`config.mk`:
```
export PLATFORM = sky130hd
export DESIGN_NAME = wb_arbiter
export DESIGN_NICKNAME = d
export VERILOG_FILES = /design/src/rtl/wb_arbiter.sv
export SDC_FILE = /design/constraint.sdc
export NUM_CORES = 1
export LEC_CHECK = 0
export CELL_PAD_IN_SITES_DETAIL_PLACEMENT = 1
export CELL_PAD_IN_SITES_GLOBAL_PLACEMENT = 2
export CORE_ASPECT_RATIO = 0.75
export CORE_MARGIN = 4
export CORE_UTILIZATION = 33
export CTS_BUF_LIST = sky130_fd_sc_hd__clkbuf_8
export DETAILED_ROUTE_END_ITERATION = 8
export PLACE_DENSITY_LB_ADDON = 0.05
export REMOVE_ABC_BUFFERS = 1
export SYNTH_ARGS = -nofsm -noshare
export SYNTH_HDL_FRONTEND = slang
export SYNTH_SLANG_ARGS = --single-unit
```
`constraint.sdc`:
```
create_clock -name clk -period 4.2 [get_ports clk]
set_clock_uncertainty 0.2 [all_clocks]
set_input_delay 0.63 -clock clk [delete_from_list [all_inputs] [get_ports clk]]
set_output_delay 0.63 -clock clk [all_outputs]
set_load 0.02 [all_outputs]
```
`src/rtl/wb_arbiter.sv`:
```
// rtl/wb_arbiter.sv - register-file write-back arbiter: pipeline priority, 2-entry long-latency FIFO with stale-kill
module wb_arbiter #(
    parameter int DEPTH = 2,
    parameter int CNT_W = 8
) (
    input  logic             clk,
    input  logic             rst_n,
    input  logic             pipe_wb_en,
    input  logic [4:0]       pipe_wb_reg,
    input  logic [31:0]      pipe_wb_data,
    input  logic             lu_valid,
    output logic             lu_ready,
    input  logic [4:0]       lu_reg,
    input  logic [31:0]      lu_data,
    output logic             reg_write,
    output logic [4:0]       write_reg,
    output logic [31:0]      write_data,
    output logic [31:0]      pending_mask,
    output logic [CNT_W-1:0] dropped_cnt
);

    localparam logic [1:0] FULL = 2'(DEPTH);

    logic [4:0]  fifo_reg  [2];
    logic [31:0] fifo_data [2];
    logic [1:0]  fifo_kill;
    logic        wr_ptr;
    logic        rd_ptr;
    logic [1:0]  count;

    logic        pipe_eff;
    logic        lu_xfer;
    logic        collide;
    logic        enq;
    logic        pop;
    logic [1:0]  ent_valid;
    logic [1:0]  kill_hit;
    logic [1:0]  drop_inc;
    logic [CNT_W:0] cnt_sum;

    // Ready depends only on registered occupancy, so a full FIFO never refills in the cycle it pops.
    assign lu_ready = (count < FULL);

    // Qualify requests, decide enqueue/pop, and find queued entries made stale by a younger pipeline write.
    always_comb begin
        pipe_eff = pipe_wb_en && (pipe_wb_reg != 5'd0);
        lu_xfer  = lu_valid && lu_ready;
        collide  = lu_xfer && pipe_eff && (lu_reg == pipe_wb_reg);
        enq      = lu_xfer && (lu_reg != 5'd0) && !collide;
        pop      = !pipe_eff && (count != 2'd0);
        for (int i = 0; i < 2; i++) begin
            ent_valid[i] = (count == 2'd2) || ((count == 2'd1) && (rd_ptr == 1'(i)));
            kill_hit[i]  = pipe_eff && ent_valid[i] && !fifo_kill[i] && (fifo_reg[i] == pipe_wb_reg);
        end
        drop_inc = {1'b0, kill_hit[0]} + {1'b0, kill_hit[1]} + {1'b0, collide};
        cnt_sum  = {1'b0, dropped_cnt} + {{(CNT_W-1){1'b0}}, drop_inc};
    end

    // One-hot OR of every live queued destination, used by the hazard unit to stall readers.
    always_comb begin
        pending_mask = 32'd0;
        for (int i = 0; i < 2; i++) begin
            if (ent_valid[i] && !fifo_kill[i]) begin
                pending_mask[fifo_reg[i]] = 1'b1;
            end
        end
    end

    // FIFO storage, pointers, occupancy and kill flags.
    always_ff @(posedge clk or negedge rst_n) begin
        if (!rst_n) begin
            wr_ptr    <= 1'b0;
            rd_ptr    <= 1'b0;
            count     <= 2'd0;
            fifo_kill <= 2'b00;
            for (int i = 0; i < 2; i++) begin
                fifo_reg[i]  <= 5'd0;
                fifo_data[i] <= 32'd0;
            end
        end else begin
            for (int i = 0; i < 2; i++) begin
                if (kill_hit[i]) begin
                    fifo_kill[i] <= 1'b1;
                end
            end
            if (enq) begin
                fifo_reg[wr_ptr]  <= lu_reg;
                fifo_data[wr_ptr] <= lu_data;
                fifo_kill[wr_ptr] <= 1'b0;
                wr_ptr            <= ~wr_ptr;
            end
            if (pop) begin
                rd_ptr <= ~rd_ptr;
            end
            case ({enq, pop})
                2'b10:   count <= count + 2'd1;
                2'b01:   count <= count - 2'd1;
                default: count <= count;
            endcase
        end
    end

    // Register-file write port: pipeline first, otherwise drain the FIFO head (killed heads are popped silently).
    always_ff @(posedge clk or negedge rst_n) begin
        if (!rst_n) begin
            reg_write  <= 1'b0;
            write_reg  <= 5'd0;
            write_data <= 32'd0;
        end else if (pipe_eff) begin
            reg_write  <= 1'b1;
            write_reg  <= pipe_wb_reg;
            write_data <= pipe_wb_data;
        end else if (pop && !fifo_kill[rd_ptr]) begin
            reg_write  <= 1'b1;
            write_reg  <= fifo_reg[rd_ptr];
            write_data <= fifo_data[rd_ptr];
        end else begin
            reg_write  <= 1'b0;
        end
    end

    // Saturating count of long-latency results discarded as stale.
    always_ff @(posedge clk or negedge rst_n) begin
        if (!rst_n) begin
            dropped_cnt <= '0;
        end else if (cnt_sum[CNT_W]) begin
            dropped_cnt <= {CNT_W{1'b1}};
        end else begin
            dropped_cnt <= cnt_sum[CNT_W-1:0];
        end
    end

endmodule

```
# After elaboration in Yosys (flattened, before gate mapping)
# Index checks and enable logic that the tools add are counted.
# classes
n_bitwise,7
muxes,33
reduce_logical,34
addsub,5
eq_ne,7
order_cmp,11
# op_table
cell,count
$mux 32,8
$bwmux 64,1
$demux 32 s1,1
$or 32x32->32,1
$mux 5,6
$logic_and 1x1->1,22
$eq 5x5->1,3
$lt 5x6->1 const B,2
$bwmux 10,1
$demux 1 s5,2
$ge 5x1->1 const B,2
$reduce_bool 5->1,2
$add 8x2->9,1
$mux 1,9
$mux 8,1
$reduce_bool 2->1,3
$demux 5 s1,1
$logic_not 1->1,5
$eq 2x1->1 const B,2
$eq 2x2->1 const B,2
$ge 2x2->1 const B,2
$lt 1x2->1 const B,2
$not 1->2,2
$pmux 2 s2,1
other kinds (13),15
# totals
wordCells,109
inputBits,78
regBits,126

# Depth between registers and ports, before layout
# logic_depth
word_depth,10
ltp_mapped,13
mapped_depth_nobuf,12

# Worst setup path before layout
# Ideal clock, no wire load.
# synth_path
path_kind,input port to flip-flop
start,input pipe_wb_reg[1]
end,register dropped_cnt[4]
path_stages,13
path_buffers,2
arrival_ns,3.570
path_slack_ns,0.295
required_ns,3.865
cell_sequence,or4_1 o21a_2 clkbuf_1 clkbuf_1 nand3_1 nor2_1 fa_1 ha_1 fa_1 and3_1 and2_1 nand4_1 o21ai_0
# synth_between
elab_chain_cells,9
elab_cells_between_ends,17
# synth_rtl
element,line,rtl
"start, declared",9,"input logic [4:0] pipe_wb_reg,"
$reduce_bool 5->1,46,pipe_eff = pipe_wb_en && (pipe_wb_reg != 5'd0);
$logic_and 1x1->1,46,
$logic_and 1x1->1 (3 in a row),53,kill_hit[i] = pipe_eff && ent_valid[i] && !fifo_kill[i] && (fifo_reg[i] == pipe_wb_reg);
$add 1x1->2,55,"drop_inc = {1'b0, kill_hit[0]} + {1'b0, kill_hit[1]} + {1'b0, collide};"
$add 2x1->2 (*),55,
$add 8x2->9 (*),56,"cnt_sum = {1'b0, dropped_cnt} + {{(CNT_W-1){1'b0}}, drop_inc};"
$mux 8 (*),126,end else if (cnt_sum[CNT_W]) begin
"end signal, assigned",127,dropped_cnt <= {CNT_W{1'b1}};
"end signal, assigned",129,dropped_cnt <= cnt_sum[CNT_W-1:0];
"end, declared",19,output logic [CNT_W-1:0] dropped_cnt
# Every way passes the cells marked *; elsewhere a longest branch is shown, timed or not.
# A chain may end at the register's enable or synchronous reset.

# Worst setup path in the final report
# Ends and elaborated chain as after synthesis.

==> impl_metrics.tcl <==
set metrics [dict create \
    status "complete, no violations" \
    placed_area_um2 8360 \
    grt_max_degree 76 \
    totalWireLength_mm 18.8 \
    die_width_um 170 \
    p_per_area_nw_per_um2 737 \
    cts_setup_buffers 0 \
    clockBufferDepth 2 \
    cpPeakStageDelay_ns 0.53 \
    synthTopCellsByArea "dfrtp_1 (49%), mux2_2 (14%), mux2_4 (6.7%)" \
    crit_chain "clkdlybuf4s50_1 -> or4_1 -> o21a_2 -> and4_1 -> fa_1 -> ha_1 -> fa_1 -> and3_1 -> and2_1 -> nand4_1 -> o21ai_0" \
    synth_ff_type "dfrtp_1" \
    dp_hpwl_mm 13.3 \
    path_class "primary input to flip-flop" \
    worstPathArrival_ns 3.96 \
    cp_common_cell "fa_1" \
    layout_min_cycle_time_ns 3.87 \
    worst_pin_slew_ns 0.909 \
    grt_pass1_vias 5356 \
    cp-end-kind "flip-flop" \
    clockRootBuffer "clkbuf_8" \
    synth_area_um2 6480 \
    hold_violations 0 \
    rows 44 \
    largest_reg_flops 64 \
    min_path_type "primary input to asynchronous set/reset pin" \
    cts_tree "built" \
    num_vias 4900 \
    synth_edf_count 0 \
    leakagePower_nw 3.79 \
    final_nets 790 \
    h-tree-depth 4 \
    cp_max_fo 6 \
    crit_path_start_kind "primary input" \
    grt_antenna_before_repair 1 \
    rsz0062_at_grt "false" \
    relSlewSlack_pct 39.4 \
    final_area_um2 8770 \
    grt_pass1_wl_mm 29.9 \
    holdBufCountCts 0 \
    drive_gt1_share_pct 24.1 \
    avgSynthCellArea_um2 11.9 \
    critPathSlowestCell "or4_1" \
    slew_violations 0 \
    synth_top_area_share_pct 48.6 \
    yosysTopAreaCell "dfrtp_1" \
    ir_drop_mv 0.347 \
    yosysUniqueCellTypes 46 \
    core_um2 19300 \
    clk_pin_slew_ns 0.07 \
    period_share_pct 92.1 \
    yosys_warnings 0 \
    crit_family "simple AND/OR/NAND/NOR gates" \
    vias_per_cell 5.05 \
    cts_resized 0 \
    die_y_um 129 \
    avgRoutedWirePerCell_um 19.4 \
    drt_iter0_markers 183 \
    cts_inserted_buffers 17 \
    place_congestion 0.797 \
    cap_violations 0 \
    dieArea_um2 22000 \
    setup_slack_ns 0.331 \
    dp_worst_setup_slack_ns -0.0929 \
    crit_required_ns 4.29 \
    drtAntennaViolNets 0 \
    drc 0 \
    synthToLayoutAreaGrowth_pct 35.3 \
    fmax_mhz 258 \
    syn_inst 546 \
    start_util_pct 33.6 \
    grt_use_total_pct 17.4 \
    grt_overflow_total 0 \
    async_flop_share_pct 100 \
    cp_num_buf_inv 1 \
    portBuffers 156 \
    ios 157 \
    insertion_delay_ns 0.42 \
    synth-seq-cells 126 \
    diodes 0 \
    ys_seq_area_share_pct 48.6 \
    cts.sinks 126 \
    setup_viol 0 \
    first_pass_iters 6 \
]
-- power breakdown --
part | switching, mW | internal (mW)
clock network | 0.492 | 0.629
logic | 1.46 | 1.66
registers | 0.447 | 1.78
total | 2.39 | 4.07
-- cells by family after synthesis --
group | Yosys count | synth area share [%]
muxes | 148 | 26.7
buffers and inverters | 40 | 3.01
DFF | 126 | 48.6
xor gates and xnor gates | 22 | 2.97
AOI/OAI and AO/OA | 86 | 8.24
and+or+nand+nor | 116 | 8.72
adders and majority gates | 8 | 1.78
-- final timing paths --
check,start,end,slack (ns),depth (start not counted)
max,pipe_wb_reg[1],dropped_cnt[4]$_DFF_PN0_,0.33,11
min,rst_n,fifo_data[41]$_DFFE_PN0P_,0.13,1
max reg2reg,count[1]$_DFFE_PN0P_,dropped_cnt[4]$_DFF_PN0_,0.54,12
min reg2reg,fifo_data[40]$_DFFE_PN0P_,fifo_data[40]$_DFFE_PN0P_,0.30,1
max in group asynchronous,rst_n,fifo_data[27]$_DFFE_PN0P_,2.60,2
min in group clk,fifo_data[40]$_DFFE_PN0P_,fifo_data[40]$_DFFE_PN0P_,0.30,1
-- per-layer routing --
layer / vias to the layer above / wire length (um) / global-route usage (%)
li1: 2270 / - / -
met1: 2513 / 9100 / 24.9
met2: 105 / 8530 / 26.1
met3: 10 / 1100 / 5.28
met4: 2 / 106 / 3.79
met5: - / 12 / 0
-- per-stage QoR --
stage	total power [mW]	hold slack (ns)	cells	TNS [ns]	util, %
2_1_floorplan	4.25	0.134	512	-69.79	-
3_3_place_gp	5.33	0.263	938	-0.0342	43.2
3_5_place_dp	5.41	0.292	938	-0.288	43.2
4_1_cts	6.56	0.143	970	0	45.4
5_1_grt	6.93	0.170	970	0	45.4
6_report	6.46	0.126	970	0	45.4
-- worst reg2reg max path, stage by stage (launching register included) --
cell and delay (ns):
dfrtp_1 0.41, inv_1 0.12, ha_1 0.18, a21oi_1 0.13, nor2_1 0.30, and4_1 0.34, fa_1 0.44, ha_1 0.24
fa_1 0.41, and3_1 0.22, and2_1 0.20, nand4_1 0.22, o21ai_0 0.13
-- area by class of cell --
cell class	instances	area, um^2
Inverter	6	22.5
Timing Repair Buffer	173	1710
Sequential cell	126	3150
Fill cell	2063	10500
Clock inverter	12	144
Tap cell	253	317
Multi-Input combinational cell	380	3150
Clock buffer	20	275
-- layout by cell type (no fill, tap or decap), drive strengths merged, types with 2 or more instances in the layout --
master         synthesis  final
o22ai                 22     22
or3                    5      5
mux2                 111    111
nand3                  7      7
mux2i                 37     37
ha                     6      6
inv                    6      8
fa                     2      2
o31ai                  2      2
and3                   2      2
nand4                  2      2
clkinvlp               0      3
a21oi                  3      3
or4                    2      2
or3b                   4      4
bufinv                 0      3
buf                   10     18
clkdlybuf4s50          0    155
nor2                  11     11
nand2b                 5      5
or2                    4      4
xor2                  18     18
clkinv                 0      4
dfrtp                126    126
o21a                   2      2
and4                   2      2
nor3                   6      6
nand2                 56     56
o21bai                 2      2
nor2b                  4      4
xnor2                  4      4
nand3b                 5      5
o32ai                  4      4
o21ai                 43     43
clkbuf                24     20
-- synthesized netlist by cell type, types with 3 or more instances --
library cell and number:
a21oi_1 3, buf_2 3, buf_6 5, clkbuf_1 24
dfrtp_1 126, ha_1 6, inv_1 6, mux2_2 81
mux2_4 29, mux2i_1 37, nand2_1 56, nand2b_1 5
nand3_1 7, nand3b_1 5, nor2_1 11, nor2b_1 4
nor3_1 6, o21ai_0 43, o22ai_1 22, o32ai_1 4
or2_2 4, or3_1 5, or3b_2 4, xnor2_1 4
xor2_1 18
No activity file was read; power rests on OpenSTA's default activity.
